File: config.mk
export PLATFORM = sky130hd
export DESIGN_NAME = fetch_queue_flat
export DESIGN_NICKNAME = d
export VERILOG_FILES = /design/src/rtl/fetch_queue_if.sv /design/src/rtl/fetch_queue.sv /design/src/flat_wrapper.sv
export SDC_FILE = /design/constraint.sdc
export NUM_CORES = 1
export LEC_CHECK = 0
export CAP_MARGIN = 20
export CORE_UTILIZATION = 57
export CTS_BUF_LIST = sky130_fd_sc_hd__clkbuf_8
export CTS_CLUSTER_DIAMETER = 150
export DETAILED_ROUTE_END_ITERATION = 8
export PLACE_DENSITY_LB_ADDON = 0.12
export SKIP_CTS_REPAIR_TIMING = 1
export SYNTH_ARGS = -nofsm -noshare
export SYNTH_HDL_FRONTEND = slang
export SYNTH_SLANG_ARGS = --single-unit
File: constraint.sdc
create_clock -name clk -period 3.5 [get_ports clk]
set_input_delay 0.525 -clock clk [delete_from_list [all_inputs] [get_ports clk]]
set_output_delay 0.525 -clock clk [all_outputs]
set_load 0.005 [all_outputs]
File: src/rtl/fetch_queue_if.sv
// Fetch front-end bundle: instruction memory port, redirect input and decode handshake.
// The fetch queue drives the master modport; its environment uses the slave modport.
interface fetch_queue_if #(
    parameter int unsigned DEPTH = 4
) ();
    logic                     imem_req;
    logic [31:0]              imem_addr;
    logic [31:0]              imem_insn;
    logic                     redirect_valid;
    logic [31:0]              redirect_pc;
    logic                     id_ready;
    logic                     if_valid;
    logic [31:0]              if_insn;
    logic [31:0]              if_pc;
    logic [$clog2(DEPTH):0]   if_count;

    modport master (
        output imem_req, imem_addr, if_valid, if_insn, if_pc, if_count,
        input  imem_insn, redirect_valid, redirect_pc, id_ready
    );

    modport slave (
        input  imem_req, imem_addr, if_valid, if_insn, if_pc, if_count,
        output imem_insn, redirect_valid, redirect_pc, id_ready
    );
endinterface

File: src/rtl/fetch_queue.sv
// Instruction fetch queue: sequential word fetch, one-cycle memory latency, prefetch FIFO.
// Define FETCH_QUEUE_BYPASS_EN to forward a response straight to decode when the FIFO is empty.
module fetch_queue #(
    parameter int unsigned DEPTH    = 4,
    parameter logic [31:0] RESET_PC = 32'h0000_0000
) (
    input logic           clk,
    input logic           rst_n,
    fetch_queue_if.master bus
);
    localparam int unsigned PW = $clog2(DEPTH);
    localparam int unsigned CW = PW + 1;
    localparam logic [CW:0] DEPTH_W = DEPTH[CW:0];

    logic [31:0]   r_fetch_pc;
    logic          r_inflight;
    logic [31:0]   r_inflight_pc;
    logic [PW-1:0] r_wr_ptr;
    logic [PW-1:0] r_rd_ptr;
    logic [CW-1:0] r_count;
    logic [31:0]   r_mem_insn [DEPTH];
    logic [31:0]   r_mem_pc   [DEPTH];

    logic [CW:0]   w_occ;
    logic          w_req;
    logic          w_fifo_valid;
    logic          w_bypass;
    logic          w_valid;
    logic          w_push;
    logic          w_pop;
    logic          w_unused;

    assign w_unused = ^bus.redirect_pc[1:0];

    // An in-flight request already owns a slot, so it counts toward occupancy.
    assign w_occ        = {1'b0, r_count} + {{CW{1'b0}}, r_inflight};
    assign w_req        = rst_n && !bus.redirect_valid && (w_occ < DEPTH_W);
    assign w_fifo_valid = (r_count != '0);

`ifdef FETCH_QUEUE_BYPASS_EN
    assign w_bypass = !w_fifo_valid && r_inflight && !bus.redirect_valid;
`else
    assign w_bypass = 1'b0;
`endif

    assign w_valid = w_fifo_valid || w_bypass;
    assign w_pop   = w_fifo_valid && bus.id_ready && !bus.redirect_valid;
    assign w_push  = r_inflight && !bus.redirect_valid && !(w_bypass && bus.id_ready);

    assign bus.imem_req  = w_req;
    assign bus.imem_addr = r_fetch_pc;
    assign bus.if_valid  = w_valid;
    assign bus.if_count  = r_count;

    always_comb begin
        bus.if_insn = 32'h0;
        bus.if_pc   = 32'h0;
        if (w_fifo_valid) begin
            bus.if_insn = r_mem_insn[r_rd_ptr];
            bus.if_pc   = r_mem_pc[r_rd_ptr];
        end else if (w_bypass) begin
            bus.if_insn = bus.imem_insn;
            bus.if_pc   = r_inflight_pc;
        end
    end

    always_ff @(posedge clk or negedge rst_n) begin
        if (!rst_n) begin
            r_fetch_pc    <= RESET_PC;
            r_inflight    <= 1'b0;
            r_inflight_pc <= 32'h0;
            r_wr_ptr      <= '0;
            r_rd_ptr      <= '0;
            r_count       <= '0;
        end else if (bus.redirect_valid) begin
            r_fetch_pc    <= {bus.redirect_pc[31:2], 2'b00};
            r_inflight    <= 1'b0;
            r_wr_ptr      <= '0;
            r_rd_ptr      <= '0;
            r_count       <= '0;
        end else begin
            r_inflight <= w_req;
            if (w_req) begin
                r_fetch_pc    <= r_fetch_pc + 32'd4;
                r_inflight_pc <= r_fetch_pc;
            end
            if (w_push) begin
                r_wr_ptr <= r_wr_ptr + PW'(1);
            end
            if (w_pop) begin
                r_rd_ptr <= r_rd_ptr + PW'(1);
            end
            if (w_push && !w_pop) begin
                r_count <= r_count + CW'(1);
            end else if (!w_push && w_pop) begin
                r_count <= r_count - CW'(1);
            end
        end
    end

    // Storage needs no reset: entries are only visible while counted.
    always_ff @(posedge clk) begin
        if (w_push) begin
            r_mem_insn[r_wr_ptr] <= bus.imem_insn;
            r_mem_pc[r_wr_ptr]   <= r_inflight_pc;
        end
    end
endmodule

File: src/flat_wrapper.sv
// flat-port wrapper written by rule: the top's interface ports become plain ports
module fetch_queue_flat 
#(
    parameter int unsigned DEPTH    = 4,
    parameter logic [31:0] RESET_PC = 32'h0000_0000
)
  (clk, rst_n, bus_imem_req, bus_imem_addr, bus_if_valid, bus_if_insn, bus_if_pc, bus_if_count, bus_imem_insn, bus_redirect_valid, bus_redirect_pc, bus_id_ready);
  fetch_queue_if #(.DEPTH(DEPTH)) bus_i ();
  input logic clk;
  input logic rst_n;
  output wire logic [$bits(bus_i.imem_req)-1:0] bus_imem_req;
  output wire logic [$bits(bus_i.imem_addr)-1:0] bus_imem_addr;
  output wire logic [$bits(bus_i.if_valid)-1:0] bus_if_valid;
  output wire logic [$bits(bus_i.if_insn)-1:0] bus_if_insn;
  output wire logic [$bits(bus_i.if_pc)-1:0] bus_if_pc;
  output wire logic [$bits(bus_i.if_count)-1:0] bus_if_count;
  input wire logic [$bits(bus_i.imem_insn)-1:0] bus_imem_insn;
  input wire logic [$bits(bus_i.redirect_valid)-1:0] bus_redirect_valid;
  input wire logic [$bits(bus_i.redirect_pc)-1:0] bus_redirect_pc;
  input wire logic [$bits(bus_i.id_ready)-1:0] bus_id_ready;
  assign bus_imem_req = bus_i.imem_req;
  assign bus_imem_addr = bus_i.imem_addr;
  assign bus_if_valid = bus_i.if_valid;
  assign bus_if_insn = bus_i.if_insn;
  assign bus_if_pc = bus_i.if_pc;
  assign bus_if_count = bus_i.if_count;
  assign bus_i.imem_insn = bus_imem_insn;
  assign bus_i.redirect_valid = bus_redirect_valid;
  assign bus_i.redirect_pc = bus_redirect_pc;
  assign bus_i.id_ready = bus_id_ready;
  fetch_queue #(.DEPTH(DEPTH), .RESET_PC(RESET_PC)) u_core (.clk(clk), .rst_n(rst_n), .bus(bus_i));
endmodule
* Word-level counts from Yosys, hierarchy flattened
Memory sizes are Yosys's and may differ from the RTL's.
Cells that the tools add are included.
** Operators by class
- $add $sub $neg :: 6
- Magnitude comparators :: 1
- Muxes and demuxes :: 14
- Bitwise operators :: 1
- Reduce and logical (&&, ||, !) cells :: 16
** Operators by type and width (count)
- 32-bit two-way mux :: 4
- 32-bit by 3-bit adder with 32-bit output (second input constant) :: 1
- 3-bit two-way mux :: 3
- 2-bit two-way mux :: 4
- 1-bit logical AND :: 7
- 2-bit nonzero test :: 3
- 3-bit nonzero test :: 2
- 2-bit by 1-bit adder with 2-bit output (second input constant) :: 2
- 3-bit by 1-bit adder with 4-bit output :: 1
- 4-bit by 3-bit less-than comparator with 1-bit output (second input constant) :: 1
- 3-bit by 1-bit adder with 3-bit output (second input constant) :: 1
- 1-bit zero test :: 3
- 1-bit two-way mux :: 3
- 3-bit by 1-bit subtractor with 3-bit output (second input constant) :: 1
- 2-bit AND reduction :: 1
- 1-bit inverter :: 1
** Word-level totals
- Flip-flop bits (word level) :: 72
- Bits in writable memories :: 256
- Input bits :: 68
- Output and inout bits :: 101
- Logic and storage cells :: 46
- Memories kept :: 2
** Memories
- u_core.r_mem_insn :: depth 4, bits a word 32, rd ports 1, clocked after Yosys merged registers in 0, wr ports 1, line fetch_queue.sv:21 : logic [31:0] r_mem_insn [DEPTH];
- u_core.r_mem_pc :: depth 4, bits a word 32, rd ports 1, clocked after Yosys merged registers in 0, wr ports 1, line fetch_queue.sv:22 : logic [31:0] r_mem_pc [DEPTH];

* Depth between registers and ports, before layout
Gate-level depths: netlist (run 1).
- Depth after elaboration :: 7
- Depth in mapped cells :: 8

* Worst setup path after synthesis (run 1)
OpenSTA, ideal clock, no wires.
- Kind :: input -> register
- From :: input port bus_redirect_valid
- To :: memory u_core.r_mem_insn[0][0] (enable)
- Library setup time :: 427 ps
- Data arrival time :: 2400 ps
- Required time :: 3073 ps
- Slack :: 674 ps
- Cell stages on the path :: 3
- Buffers on the path :: 1
- Cells stage by stage :: clkbuf_1 > nor2b_1 > and2_1
** On the way
- Word-level cells in the longest chain between the ends :: 4
** RTL lines
- start, declared :: line flat_wrapper.sv:18 : input wire logic [$bits(bus_i.redirect_valid)-1:0] bus_redirect_valid;
- 1-bit zero test :: line fetch_queue.sv:48 : assign w_push = r_inflight && !bus.redirect_valid && !(w_bypass && bus.id_ready);
- 1-bit logical AND :: line fetch_queue.sv:48
- 1-bit two-way mux :: line fetch_queue.sv:103 : if (w_push) begin
- 1-bit two-way mux (implied by the code) :: line fetch_queue.sv:104 : r_mem_insn[r_wr_ptr] <= bus.imem_insn;
- end, declared :: line fetch_queue.sv:21
Every way passes these cells.

* Worst setup path in the final report (run 1)
- From :: register u_core.r_count[1], in the netlist u_core.bus.if_count[1]
- To :: output port bus_if_pc[20]
** On the way
- Word-level cells in the longest chain between the ends :: 2
** RTL lines
- start, declared :: line fetch_queue.sv:20 : logic [CW-1:0] r_count;
- start signal, assigned :: line fetch_queue.sv:94 : r_count <= r_count + CW'(1);
- start signal, assigned :: line fetch_queue.sv:96 : r_count <= r_count - CW'(1);
- 3-bit nonzero test :: line fetch_queue.sv:38 : assign w_fifo_valid = (r_count != '0);
- 32-bit two-way mux :: line fetch_queue.sv:58 : if (w_fifo_valid) begin
- end, declared :: line flat_wrapper.sv:15 : output wire logic [$bits(bus_i.if_pc)-1:0] bus_if_pc;
Every way passes these cells.

==> reports/results.tsv, run 1 <==
stage	metric	value	unit
grt	antenna_found_initial	0	
grt	grt_use_total	23.44	%
synth	synth_top_area_cell	edfxtp_1	
synth	async_flop_share	21.52	%
die	die_h	152.4	um
sta	worst_slew_pin_slew	1014	ps
run_status	violations	design-rule violations	
placement	placed_cells	1197	
synth	ys_types	59	
min_path	hold_path.class	in -> async	
synth	synth_area	0.01289	mm2
sta	fmax	307.6	MHz
clocking	ctsRootBufferMaster	clkbuf_8	
synth	synth_top_family_by_area	simple AND/OR/NAND/NOR gates	
sta	slew_violations	0	
clocking	cts_sinks	316	
placement	hpwl	15630	um
route	wl_per_cell	20.51	um
synth	yosys_warnings	0	
synth	synth-compound-area-share	3.281	%
finish	antenna_cells	0	
sta	hold_viol	0	
synth	synthAdderAreaFrac	0.6406	%
route	drc	12	
route	vias_per_cell	5.830	
grt	grt_max_degree	69	
finish	stdcell_area	0.01579	mm2
sta	setup_viol	0	
sta	min_period_over_period	92.88	%
synth	avgSynthCellArea	16.32	um2
synth	synth.area.mux_share	11.24	%
power	irDropWorstVdd	0.0005205	V
route	wirelength	26480	um
synth	synth_edf_count	248	
sta	post-route-min-period	3251	ps
power	powerDensity	689.5	mW/mm2
grt	grt_pass1_vias	7776	
synth	seq_area_frac_synth	70.97	%
clocking	clk_pin_slew	60	ps
die	core	0.02203	mm2
route	top_layer_used	met4	
clocking	clockBufferDepth	3	
die	dieArea	0.02322	mm2
grt	grt_pass1_wl	41840	um
die	io_pins	169	
clocking	cts_buffers	51	
placement	place.gp.congestion	0.8497	
route	drtIter0Drc	574	
route	dr.pass1.iters	7	
sta	rsz0062_at_grt	no	
die	die_w	152.4	um
synth	post-synth-top-area-fraction	57.77	%
power	leakage	5.630	nW
synth	synth_commonest_cells	248 x edfxtp_1, 113 x nand2_1, 69 x and2_1	
setup_path	critPathKind	reg -> out	
synth	synth-main-ff-cell	edfxtp_1	
sta	slew_headroom	32.42	%
grt	grt_overflow_total	0	
synth	synth_most_common_cell	edfxtp_1	
synth	synthTopCellsByArea	edfxtp_1 58%, dfrtp_1 13%, mux4_2 11%, and2_1 3.3%, nand2_1 3.3%	
setup_path	worstPathRequired	2970	ps
finish	nets	1044	
sta	clock_skew	23.74	ps
run_status	outcome	finished with violations	
route	dr_wl_met3	1685	um
clocking	clock_latency	570	ps
route	wl_met2	13160	um
finish	syn_to_final_growth	22.46	%
run	cap_viol_max_count	0	
route	antenna_left	0	
clocking	htree_levels	2	
placement	place.port_buffers	162	
synth	syn_inst	790	
synth	synth_xor_xnor_area_share	0.3397	%
setup_path	crit_fanout	40	
die	rows	54	
finish	drive_gt1_share	16.62	%
route	met1_length	11150	um
sta	tns	0	ps
finish	fill_cells	1455	
setup_path	end_kind	primary output	
setup_path	arrival	2730	ps
power	total_power	10.89	mW
clocking	cts_tree	built	
synth	synth-simple-area-share	11.60	%
setup_path	critPathLaunchType	flop	
placement	dpl_cell_area	0.01478	mm2
synth	ys_seq_elements	316	
route	num_vias	7526	
finish	stdcell_count	1291	
die	start_util	58.53	%
-- routing by layer --
| metal | vias up | track usage, % |
|---|---|---|
| met3 | 47 | 5.119 |
| met1 | 3832 | 31.35 |
| met2 | 272 | 39.08 |
| li1 | 3375 | - |
| met4 | 0 | 6.851 |
| met5 | - | 0 |
-- cell type report --
cell class	count	area, um2	area share [%]
sequential	316	9154	57.99
multi-input combinational	422	3520	22.30
timing repair buffer	171	1723	10.91
clock buffer	58	798.3	5.057
tap	280	350.3	2.219
clock inverter	36	211.5	1.339
inverter	8	30.03	0.1902
-- logic make-up after synthesis --
family,after synthesis
compound gates,63
xor+xnor,5
fa+ha+maj,6
buf+inv,55
flops,316
mux,67
other cells,1
simple gates,277
-- state kept, by name (all words and copies together) (netlist names) --
signal and count:
u_core.bus.if_count 3, u_core.bus.imem_addr 30, u_core.r_inflight 1, u_core.r_inflight_pc 30, u_core.r_mem_insn 128, u_core.r_mem_pc 120
u_core.r_rd_ptr 2, u_core.r_wr_ptr 2
-- cell usage in the layout (no fill, tap or decap), types with 3 or more instances in the layout --
| cell type | count |
|---|---|
| nand2b_1 | 3 |
| a31oi_1 | 5 |
| and2_4 | 5 |
| edfxtp_1 | 248 |
| dfrtp_1 | 66 |
| nor3b_1 | 3 |
| o21ai_1 | 15 |
| and3_1 | 6 |
| a221o_1 | 5 |
| a21oi_1 | 8 |
| buf_4 | 6 |
| buf_12 | 3 |
| nand3_1 | 21 |
| mux2i_1 | 3 |
| nand3b_1 | 5 |
| conb_1 | 4 |
| and2_1 | 65 |
| clkbuf_8 | 58 |
| clkdlybuf4s50_1 | 160 |
| nand2_1 | 113 |
| nand3_2 | 3 |
| clkinv_1 | 7 |
| o21ai_0 | 7 |
| nor3_1 | 3 |
| o211ai_1 | 7 |
| nor2_1 | 18 |
| clkinv_2 | 8 |
| inv_1 | 23 |
| nor2b_1 | 6 |
| o311ai_1 | 4 |
| nand4_1 | 9 |
| xnor2_1 | 3 |
| mux4_2 | 62 |
| ha_1 | 5 |
-- critical path: stages, from the launching register on --
cell and delay [ps]:
dfrtp_1 420, or3_2 730, buf_4 340, and2_1 190, clkdlybuf4s50_1 450
-- report_power, final --
group | switching (mW) | internal [mW]
Sequential | 0.336 | 4.50
Clock | 1.39 | 1.67
Combinational | 1.22 | 1.77
Total | 2.95 | 7.94
-- metrics by stage --
step / hold WS, ps / utilization (%) / setup WS [ps]
finish: 251.3 / 71.67 / 249.4
global placement: 485.0 / 67.04 / 847.3
detailed placement: 499.1 / 67.09 / 826.2
global route: 292.6 / 71.67 / 110.7
floorplan: 229.4 / - / 673.6
CTS: 260.5 / 71.67 / 212.2
-- path summary, 6_finish.rpt --
path | start | to | slack (ps) | depth (start not counted)
setup / recovery | u_core.bus.if_count[1] | bus_if_pc[20] | 250 | 4
hold / removal | rst_n | u_core.bus.imem_addr[19] | 250 | 2
setup reg to reg | u_core.bus.if_count[1] | u_core.bus.if_count[2] | 900 | 7
hold reg to reg | u_core.r_inflight_pc[16] | u_core.r_mem_pc[0][16] | 510 | 0
max in group asynchronous | rst_n | u_core.r_rd_ptr[0] | 2540 | 2
min in group clk | u_core.r_inflight_pc[16] | u_core.r_mem_pc[0][16] | 510 | 0
No activity file was read; power rests on OpenSTA's default activity.
==> inputs of run 2 (changes only) <==
Settings changed: CORE_MARGIN set to 4.
==> reports/results.tsv, run 2 (synthesized netlist as in run 1, its figures left out) <==
stage	metric	value	unit
run_status	outcome	finished clean	
finish	mostFrequentLayoutCell	edfxtp_1	
power	p_seq_share	46.1	%
min_path	hold-path-cell-count	2	
clocking	cts_tree	built	
clocking	clk_pin_slew	60	ps
setup_path	worstPathRequired	2970	ps
sta	slew_headroom	33.34	%
route	drc	0	
die	dieArea	0.02509	mm2
sta	fin_ws	164.3	ps
placement	place.port_buffers	162	
setup_path	regToRegSetupSlack	780	ps
finish	fill_cells	1448	
sta	tns	0	ps
placement	dp_worst_setup_slack	755.7	ps
clocking	cts_buffers	49	
finish	final_cell_mix	248 x edfxtp_1, 160 x clkdlybuf4s50_1, 113 x nand2_1, 66 x dfrtp_1, 65 x and2_1	
grt	grt_max_degree	63	
grt	grt_use_total	21.78	%
finish	nets	1045	
min_path	hold_path.class	in -> reg	
power	pwr-share-comb	28.6	%
finish	antenna_cells	0	
setup_path	end_kind	primary output	
die	core	0.02203	mm2
sta	hold_viol	0	
die	die_h	158.4	um
route	wl_per_cell	20.81	um
sta	setup_viol	0	
finish	largest_reg_flops	128	
sta	worst_slew_pin_slew	999.8	ps
clocking	clock_latency	540	ps
min_path	min_to	u_core.r_rd_ptr[1]	
grt	grt_pass1_vias	7756	
sta	rsz0062_at_grt	no	
power	p_switching	2.907	mW
die	io_pins	169	
setup_path	r2r_cells	7	
die	start_util	58.53	%
die	rows	54	
run	cap_viol_max_count	0	
power	clkPwrFrac	25.3	%
route	drtIter0Drc	484	
sta	slew_violations	0	
die	die_w	158.4	um
setup_path	crit_fanout	47	
placement	place.gp.congestion	0.8530	
clocking	htree_levels	2	
min_path	hp-start	bus_redirect_valid	
sta	clock_skew	16.70	ps
finish	top_regs	u_core.r_mem_insn: 128 flops, u_core.r_mem_pc: 120 flops	
clocking	cts_sinks	316	
setup_path	arrival	2810	ps
sta	post-route-min-period	3336	ps
finish	regMostFlops	u_core.r_mem_insn	
sta	min_period_over_period	95.31	%
finish	syn_to_final_growth	21.43	%
grt	grt_pass1_wl	42030	um
route	vias_per_cell	5.798	
route	wirelength	26780	um
route	antenna_left	0	
route	num_vias	7462	
grt	grt_overflow_total	0	
setup_path	critPathKind	reg -> out	
power	p_int	7.639	mW
finish	drive_gt1_share	15.39	%
setup_path	r2r_end	u_core.bus.if_count[2]	
power	powerDensity	673.7	mW/mm2
grt	antenna_found_initial	0	
route	dr.pass1.iters	7	
power	total_power	10.55	mW
power	leakage	5.617	nW
clocking	ctsRootBufferMaster	clkbuf_8	
setup_path	reg2reg_from	u_core.bus.if_count[0]	
power	netSwitchingFraction	27.56	%
clocking	clockBufferDepth	3	
power	irDropWorstVdd	0.0003945	V
setup_path	critPathLaunchType	flop	
sta	fmax	299.8	MHz
placement	hpwl	16370	um
## run 2: cell types whose count changed in the layout (fill, tap and decap cells not counted), sizes merged
| cell | delta |
|---|---|
| clkinvlp | -1 |
| clkinv | -11 |
| bufinv | -2 |
| buf | +2 |
| dlygate4sd3 | +1 |
| inv | +13 |
| clkbuf | -6 |
## run 2: critical path: stages (launching register included)
cell,delay [ps]
dfrtp_1,440
or3_2,720
buf_4,380
and2_1,250
clkdlybuf4s50_1,460
## run 2: worst max-delay path by stage
stage	startpoint	end	slack, ps	depth (start not counted)
after floorplan	bus_redirect_valid	u_core.r_mem_insn[0][0]	670	3
after global placement	u_core.bus.if_count[1]	bus_if_pc[6]	760	4
after detailed placement	u_core.bus.if_count[1]	bus_if_pc[11]	760	4
after CTS	u_core.bus.if_count[1]	bus_if_pc[11]	150	4
after global routing	u_core.bus.if_count[1]	bus_if_pc[6]	40	4
final	u_core.bus.if_count[0]	bus_if_pc[6]	160	4
## run 2: layout make-up
type,instances,area (um2),share of cell area (%)
timing repair buffer,174,1748,11.17
tap,280,350.3,2.238
clock inverter,35,136.4,0.8712
inverter,8,30.03,0.1918
multi-input combinational,422,3520,22.48
clock buffer,52,715.7,4.572
sequential,316,9154,58.48
## run 2: through the flow
step	utilization, %	instances	instance area, um2	hold slack [ps]
6_report	71.07	1287	15650	254.5
5_1_grt	71.07	1287	15650	229.8
4_1_cts	71.02	1286	15640	-108.7
3_5_place_dp	67.16	1199	14790	481.6
3_3_place_gp	67.10	1198	14780	480.9
2_1_floorplan	-	793	12900	229.4
## run 2: power by group through the flow
stage | clock network [mW] | registers, mW | logic [mW]
2_1_floorplan | 0 | 4.78 | 1.59
3_3_place_gp | 0 | 4.89 | 3.02
3_5_place_dp | 0 | 4.93 | 3.06
4_1_cts | 2.73 | 4.86 | 3.08
5_1_grt | 2.92 | 4.91 | 3.28
6_report | 2.67 | 4.86 | 3.01
## run 2: routing by layer
metal	vias to the layer above	track usage, %	routed length, um
met3	42	4.648	1717
met1	3772	29.68	11140
met4	0	5.118	447
met5	-	0	0
met2	275	36.71	13480
li1	3373	-	-
